--- config.mk ---
export PLATFORM = sky130hd
export DESIGN_NAME = itype_issue_unit
export DESIGN_NICKNAME = d
export VERILOG_FILES = /design/src/rtl/itype_pkg.sv /design/src/rtl/itype_regfile.sv /design/src/rtl/itype_issue_unit.sv
export SDC_FILE = /design/constraint.sdc
export NUM_CORES = 2
export LEC_CHECK = 0
export CORE_ASPECT_RATIO = 1.75
export CORE_MARGIN = 2
export CORE_UTILIZATION = 40
export DETAILED_ROUTE_END_ITERATION = 16
export GPL_TIMING_DRIVEN = 0
export PLACE_DENSITY = 0.6
export SLEW_MARGIN = 10
export SYNTH_ARGS = -nofsm -noshare
export SYNTH_HDL_FRONTEND = slang
export SYNTH_SLANG_ARGS = --single-unit
export TNS_END_PERCENT = 30
--- constraint.sdc ---
create_clock -name clk -period 2.8 [get_ports clk]
set_input_delay 0.28 -clock clk [delete_from_list [all_inputs] [get_ports clk]]
set_output_delay 0.28 -clock clk [all_outputs]
set_load 0.03 [all_outputs]
--- src/rtl/itype_pkg.sv ---
// Shared constants and types for the I-type issue unit.
// Opcodes, sequencer states and exception cause codes.
package itype_pkg;

    localparam logic [5:0] OP_ADDI  = 6'b001000;
    localparam logic [5:0] OP_ADDIU = 6'b001001;
    localparam logic [5:0] OP_SLTI  = 6'b001010;
    localparam logic [5:0] OP_SLTIU = 6'b001011;
    localparam logic [5:0] OP_ANDI  = 6'b001100;
    localparam logic [5:0] OP_ORI   = 6'b001101;
    localparam logic [5:0] OP_XORI  = 6'b001110;
    localparam logic [5:0] OP_LUI   = 6'b001111;

    localparam logic [1:0] EXC_NONE = 2'b00;
    localparam logic [1:0] EXC_OVF  = 2'b01;
    localparam logic [1:0] EXC_ILL  = 2'b10;

    typedef enum logic [1:0] {
        S_IDLE = 2'd0,
        S_EXEC = 2'd1,
        S_WB   = 2'd2
    } state_t;

endpackage

--- src/rtl/itype_regfile.sv ---
// 32x32 register file: two async read ports, one sync write port.
// r0 reads as zero on every port.
module itype_regfile (
    input  logic        clk,
    input  logic        reset,
    input  logic        we,
    input  logic [4:0]  waddr,
    input  logic [31:0] wdata,
    input  logic [4:0]  raddr_a,
    output logic [31:0] rdata_a,
    input  logic [4:0]  raddr_b,
    output logic [31:0] rdata_b
);

    logic [31:0] mem_q [32];

    always_ff @(posedge clk) begin
        if (reset) begin
            for (int i = 0; i < 32; i++) begin
                mem_q[i] <= '0;
            end
        end else if (we && waddr != 5'd0) begin
            mem_q[waddr] <= wdata;
        end
    end

    assign rdata_a = (raddr_a == 5'd0) ? '0 : mem_q[raddr_a];
    assign rdata_b = (raddr_b == 5'd0) ? '0 : mem_q[raddr_b];

endmodule

--- src/rtl/itype_issue_unit.sv ---
// Non-pipelined IDLE/EXEC/WB sequencer feeding an external I-type ALU,
// with writeback into a local register file and a saturating retire counter.
module itype_issue_unit
    import itype_pkg::*;
#(
    parameter int RETIRE_CNT_W = 16
) (
    input  logic                    clk,
    input  logic                    reset,
    input  logic                    in_valid,
    output logic                    in_ready,
    input  logic [31:0]             in_instr,
    output logic [31:0]             alu_srca,
    output logic [31:0]             alu_srcb,
    output logic [3:0]              alu_af,
    output logic                    alu_i,
    input  logic [31:0]             alu_res,
    input  logic                    alu_zero,
    input  logic                    alu_neg,
    input  logic                    alu_ovf,
    output logic                    retire_valid,
    output logic [4:0]              retire_rt,
    output logic [31:0]             retire_result,
    output logic                    retire_zero,
    output logic                    retire_neg,
    output logic                    exc_valid,
    output logic [1:0]              exc_cause,
    output logic [RETIRE_CNT_W-1:0] retire_count,
    input  logic [4:0]              dbg_raddr,
    output logic [31:0]             dbg_rdata
);

    state_t state_q, state_d;
    logic [31:0] srca_q, srca_d;
    logic [31:0] srcb_q, srcb_d;
    logic [3:0]  af_q, af_d;
    logic [5:0]  opc_q, opc_d;
    logic [4:0]  rt_q, rt_d;
    logic [4:0]  rrt_q, rrt_d;
    logic [31:0] res_q, res_d;
    logic        zero_q, zero_d;
    logic        neg_q, neg_d;
    logic        ovf_q, ovf_d;
    logic [RETIRE_CNT_W-1:0] cnt_q, cnt_d;

    logic [31:0] rs_data;
    logic [31:0] dbg_data;
    logic        legal;
    logic        in_wb;
    logic        fire;

    itype_regfile u_rf (
        .clk     (clk),
        .reset   (reset),
        .we      (retire_valid),
        .waddr   (rrt_q),
        .wdata   (res_q),
        .raddr_a (in_instr[25:21]),
        .rdata_a (rs_data),
        .raddr_b (dbg_raddr),
        .rdata_b (dbg_data)
    );

    assign legal = (opc_q[5:3] == 3'b001);
    assign in_wb = (state_q == S_WB) && !reset;
    assign fire  = in_valid && in_ready;

    assign in_ready      = (state_q == S_IDLE) && !reset;
    assign alu_srca      = srca_q;
    assign alu_srcb      = srcb_q;
    assign alu_af        = af_q;
    assign alu_i         = 1'b1;
    assign retire_rt     = rrt_q;
    assign retire_result = res_q;
    assign retire_zero   = zero_q;
    assign retire_neg    = neg_q;
    assign retire_count  = cnt_q;
    assign dbg_rdata     = reset ? '0 : dbg_data;

    // Illegal opcode outranks overflow; only a clean WB retires.
    assign retire_valid = in_wb && legal && !ovf_q;
    assign exc_valid    = in_wb && (!legal || ovf_q);

    always_comb begin
        exc_cause = EXC_NONE;
        if (in_wb) begin
            if (!legal) begin
                exc_cause = EXC_ILL;
            end else if (ovf_q) begin
                exc_cause = EXC_OVF;
            end
        end
    end

    always_comb begin
        state_d = state_q;
        srca_d  = srca_q;
        srcb_d  = srcb_q;
        af_d    = af_q;
        opc_d   = opc_q;
        rt_d    = rt_q;
        rrt_d   = rrt_q;
        res_d   = res_q;
        zero_d  = zero_q;
        neg_d   = neg_q;
        ovf_d   = ovf_q;
        cnt_d   = cnt_q;
        unique case (state_q)
            S_IDLE: begin
                if (fire) begin
                    srca_d  = rs_data;
                    srcb_d  = {16'b0, in_instr[15:0]};
                    af_d    = {1'b0, in_instr[28:26]};
                    opc_d   = in_instr[31:26];
                    rt_d    = in_instr[20:16];
                    state_d = S_EXEC;
                end
            end
            S_EXEC: begin
                res_d   = alu_res;
                zero_d  = alu_zero;
                neg_d   = alu_neg;
                rrt_d   = rt_q;
                ovf_d   = alu_ovf && (opc_q == OP_ADDI);
                state_d = S_WB;
            end
            S_WB: begin
                if (retire_valid && cnt_q != '1) begin
                    cnt_d = cnt_q + 1'b1;
                end
                state_d = S_IDLE;
            end
            default: state_d = S_IDLE;
        endcase
    end

    always_ff @(posedge clk) begin
        if (reset) begin
            state_q <= S_IDLE;
            srca_q  <= '0;
            srcb_q  <= '0;
            af_q    <= '0;
            opc_q   <= '0;
            rt_q    <= '0;
            rrt_q   <= '0;
            res_q   <= '0;
            zero_q  <= 1'b0;
            neg_q   <= 1'b0;
            ovf_q   <= 1'b0;
            cnt_q   <= '0;
        end else begin
            state_q <= state_d;
            srca_q  <= srca_d;
            srcb_q  <= srcb_d;
            af_q    <= af_d;
            opc_q   <= opc_d;
            rt_q    <= rt_d;
            rrt_q   <= rrt_d;
            res_q   <= res_d;
            zero_q  <= zero_d;
            neg_q   <= neg_d;
            ovf_q   <= ovf_d;
            cnt_q   <= cnt_d;
        end
    end

endmodule

Word-level counts from Yosys, hierarchy flattened
Memories as Yosys holds them, arrays and structs flattened. Cells that the tools add are included.

Register bits after elaboration: 120. RAM bits: 1024. Memories: 1.

Memories: u_rf.mem_q (depth 32, width 32, rd ports 2, clocked after memory_dff 0, write ports 32, RTL line itype_regfile.sv:15) `logic [31:0] mem_q [32];`.

Reductions and logical operators: 20. Equality and inequality tests: 6. $add $sub $neg: 1. Mux-type cells: 16.

Operators by type and width (number): $mux 32 (4); $reduce_or 32->1 (1); $add 16x1->16 const B (1); $ne 16x16->1 const B (1); $logic_not 5->1 (2); $logic_and 1x1->1 (9); $mux 1 (7); $eq 6x4->1 const B (1); $mux 2 (3); $mux 5 (1); $reduce_bool 5->1 (1); $pmux 2 s2 (1); $reduce_and 2->1 (2); $eq 3x1->1 const B (1); $logic_not 1->1 (3); $eq 2x1->1 const B (1); $eq 2x2->1 const B (1); $logic_not 2->1 (1); $ne 2x2->1 const B (1); $logic_or 1x1->1 (1).

Logic depth before layout (Yosys ltp)
Depth after elaboration: 10. Gate-level depth with buffers: 10. Depth with buffers taken out: 7.

Hierarchy
A second synthesis with hierarchy kept.

Cells, all modules: 4105. Area, all modules: 59006.6 µm².

By module, submodules not included: itype_regfile (cells each 3502, area each 54255.8 µm², sequential area each 30749.5 µm², instances 1); itype_issue_unit (cells each 603, area each 4750.8 µm², sequential area each 2342.2 µm², instances 1).

Worst setup path after synthesis
Ideal clock, no wire load.

Path type: register -> register. Start point: reg state_q[1]. End point: mem u_rf.mem_q[20][0] (enable). Stages on the path, launching flop included: 6. Path buffers: 1. Library setup time: 0.375 ns. Data arrival time: 1.938 ns. Setup slack: 0.488 ns. Path through: dfxtp_1 > or3b_1 > buf_2 > or3_4 > nor2_4 > or2_2.

RTL lines: start: declaration (RTL line itype_issue_unit.sv:33) `state_t state_q, state_d;`; start signal: assignment (RTL line itype_issue_unit.sv:152) `state_q <= state_d;`; end: declaration (RTL line itype_regfile.sv:15).

==> results.md <==
- Largest net degree at the start of global routing: 33
- Hold endpoint: retire_result[4]$_SDFFE_PP0N_
- Worst r2r dst: u_rf.mem_q[12][30]$_SDFFCE_PN0P_
- Setup violations, final: 207
- Clock Power Share: 38.8%
- Die ar.: 150,000 um2
- Avg Inst Size Synth: 14.8 um2
- Hold_ws: 46.4 ps
- Sequential area share after synthesis: 56.3%
- Antenna violations before repair: 18
- Simple-gate share of the synthesized area: 14.3%
- Failing checks: setup timing
- CP max stage cell: clkbuf_1
- Synth Area in Compound Gates: 3.02%
- Adder-Cell Fraction of Synth Area: 0.0213%
- Initial DRC count: 4,381
- Period Utilization, post-route: 106%
- Commonest non-fill, non-tap cell in the layout: edfxtp_1
- Die height: 511 um
- Status: complete, but fails checks
- Yosys reg bits: 1,141
- CP Capture Type: flop
- CTS clk-pin slew, worst paths: 70 ps
- Post-route setup slack: -165 ps
- RSZ-0062 raised after global routing: true
- Area grow syn2layout: 16.9%
- Distinct cells, synth: 61
- Reg2reg setup slack: -160 ps
- Worst-Skew Late Latency: 780 ps
- Async set-reset flop share out of synthesis: 0%
- Initial Util: 40.2%
- Switching Share: 26.4%
- Worst path arrival time: 3580 ps
- Main synth FF type: edfxtp_1
- Max clock buf depth: 3
- Grt total ovfl: 0
- Placer congestion estimate: 1.01
- Min cycle time layout: 2960 ps
- Root Buffer: clkbuf_16
- PortBufs: 212
- Leading cell types in the layout, fill and taps excluded: 1,024 x edfxtp_1, 995 x and2_1, 507 x mux4_2
- Crit path required time: 3420 ps
- Worst Skew: 48.9 ps
- Gate Count Post-Synth: 3,972
- Cell Int Power: 29.6 mW
- DRT Pass-1 Iters: 7
- Horiz. Die Dim: 294 um
- Filler cell count: 12,700
- Final Power: 40.2 mW
- Hold Crit Class: in -> reg
- First-pass GRT wire length: 313,000 um
- Slew margin rel.: 18.4%
- IO Count: 236
- Number of global-route vias before repair: 39,400
- Nature of the critical path startpoint: flop
- GRT Util Overall: 30.7%
- WS Path Type: reg -> reg
- Worst Tran Pin Value: 1220 ps
- Vias per cell: 6.07
- Remaining antenna violation count: 0
- Lkg Pwr: 24.6 nW
- Synth top area share: 52.3%
- Hold Vio Cnt, Final: 0
- CORE AREA: 146,000 um2
- Mapped cell area: 58,800 um2
- Routed via count: 38,600
- Post-synthesis mux area share: 22.7%
- Post-Route WL: 234,000 um
- Peak supply drop: 0.504 mV
- Buf/Inv on CP: 2
- Maximum clock frequency: 337 MHz
- CTS Sinks: 1,141
- Share of cells above drive strength 1: 27.1%
- Hold depth: 3
- Share of power burned in registers: 48.7%
- DR WL/cell: 36.7 um
- Pins Over Slew Limit: 0
- Top post-synthesis cells by area: edfxtp_1 52%, mux4_2 19%, and2_1 11%, dfxtp_1 4.0%, mux2i_1 2.9%
- CTS buffer count: 109
- RR Startpoint: state_q[1]$_SDFFE_PP0P_
- HP Start: alu_res[4]
- DRC violations left: 0
- Combinational cell fraction of total power: 12.5%
- Synth Warn #: 0
- Pwr Density: 584 nW/um2
- Max cap viols: 0
- Synth Area in XOR/XNOR: 0.208%
- Placed wire-length estimate: 178,000 um
- Cells along the critical path: or3b_1 > buf_2 > nor3_2 > and3_1 > clkbuf_1 > and2_1
- Htree depth: 3
- Worst path max stage delay: 860 ps
- Largest area contributor in the netlist: edfxtp_1
- CTS tree: yes
- Nets: 4,459
- Sequential cell area: 33,100 um2
- Net Sw Power: 10.6 mW
- Worst Reg-to-Reg Cells: 6
- CP max FO: 10
- Row count: 186
- Multi-input gate area: 24,900 um2
- Number of synthesized flops with an enable pin: 1,024
- Top delay family on crit path: simple AND/OR/NAND/NOR gates
- Largest family of logic cells by synthesized area: multiplexers
==> final cells by class <==
class                      count  share of cell area [%]
tap                         1880                    3.42
clock buffer                 138                    4.30
antenna                        8                  0.0291
clock inverter                63                   0.970
sequential                  1141                    48.1
buffer                       418                    3.53
multi-input combinational   2473                    36.2
inverter                       4                  0.0273
timing repair buffer         236                    3.38
==> cells by family (layout without fill, tap and decap cells) <==
| group | Yosys count | after routing |
|---|---|---|
| XOR/XNOR | 14 | 14 |
| adder cells (fa/ha/maj) | 1 | 1 |
| buffers and inverters | 423 | 859 |
| AO/OA/AOI/OAI | 271 | 271 |
| other | 2 | 58 |
| multiplexers | 690 | 690 |
| AND/OR/NAND/NOR | 1430 | 1447 |
| flip-flops | 1141 | 1141 |
==> per-layer routing <==
layer,vias to the layer above,GRT usage [%],part of all wire [%]
met3,747,5.83,8.4
met4,10,21.4,8.9
met5,-,0,0.028
met1,19700,33.2,32
met2,2334,53.8,51
li1,15800,-,-
==> power groups by stage <==
stage	combinational (mW)	sequential (mW)	clock, mW
after floorplan	2.49	19.8	0
after global placement	4.49	19.9	0
after detailed placement	4.52	19.9	0
after CTS	4.83	19.6	15.6
after global routing	5.10	19.6	16.1
final	5.00	19.6	15.6
==> state kept, by name, indices dropped and copies added (netlist names) <==
name	flops
alu_srca	32
alu_srcb	16
opc_q	6
ovf_q	1
retire_count	16
retire_neg	1
retire_result	32
retire_rt	5
retire_zero	1
rt_q	5
state_q	2
u_rf.mem_q	1024
==> Yosys cell counts (6+ instances only) <==
library cell and instances:
a22oi_1 38, xnor2_1 9, and2_1 995, clkbuf_2 42, clkbuf_1 189, a211o_1 32, buf_1 27, a21oi_1 77
a211oi_1 15, nor2_4 13, nor2_1 35, buf_4 50, o21ai_1 6, dfxtp_1 117, mux2i_1 170, or2_1 32
or2_2 32, edfxtp_1 1024, and3_1 7, nand2_1 223, nand3_1 32, mux2_2 8, mux4_2 507, nor2_2 11
buf_2 94, nor2b_1 10, buf_6 16, o22ai_1 89
==> worst max path at each step <==
stage	startpoint	endpoint	slack [ps]	cells after the start
after floorplan	state_q[1]$_SDFFE_PP0P_	u_rf.mem_q[20][0]$_SDFFCE_PN0P_	490	5
after global placement	dbg_raddr[3]	dbg_rdata[24]	-2060	7
after detailed placement	dbg_raddr[3]	dbg_rdata[24]	-2030	7
after CTS	state_q[1]$_SDFFE_PP0P_	retire_valid	-270	4
after global routing	state_q[1]$_SDFFE_PP0P_	u_rf.mem_q[3][31]$_SDFFCE_PN0P_	-90	4
final	state_q[1]$_SDFFE_PP0P_	u_rf.mem_q[12][30]$_SDFFCE_PN0P_	-160	6
==> tightest hold or removal path, cell delays in order <==
cell             delay, ps
clkdlybuf4s50_1        400
nand2_1                 50
a21oi_1                 50
==> what timing repair did <==
action                                   CTS  global route
pin swaps                                 26            12
gates resized for setup                  519            73
hold buffers                               0             0
buffers inserted                          16             6
cloned                                    10             7
endpoints found under the setup margin  1328           708
==> metrics by stage <==
stage | instance area, um2 | TNS [ps] | cells | util [%] | setup WS (ps)
after floorplan | 59000 | 0 | 4020 | - | 488
after global placement | 63500 | -1569260 | 6112 | 43.4 | -2060
after detailed placement | 63500 | -1547440 | 6114 | 43.4 | -2030
after CTS | 68400 | -36450 | 6340 | 46.7 | -266
after global routing | 68700 | -10010 | 6354 | 47.0 | -92.3
final | 68800 | -6960 | 6361 | 47.0 | -165
Note: power is estimated with default switching activity, not from simulation.
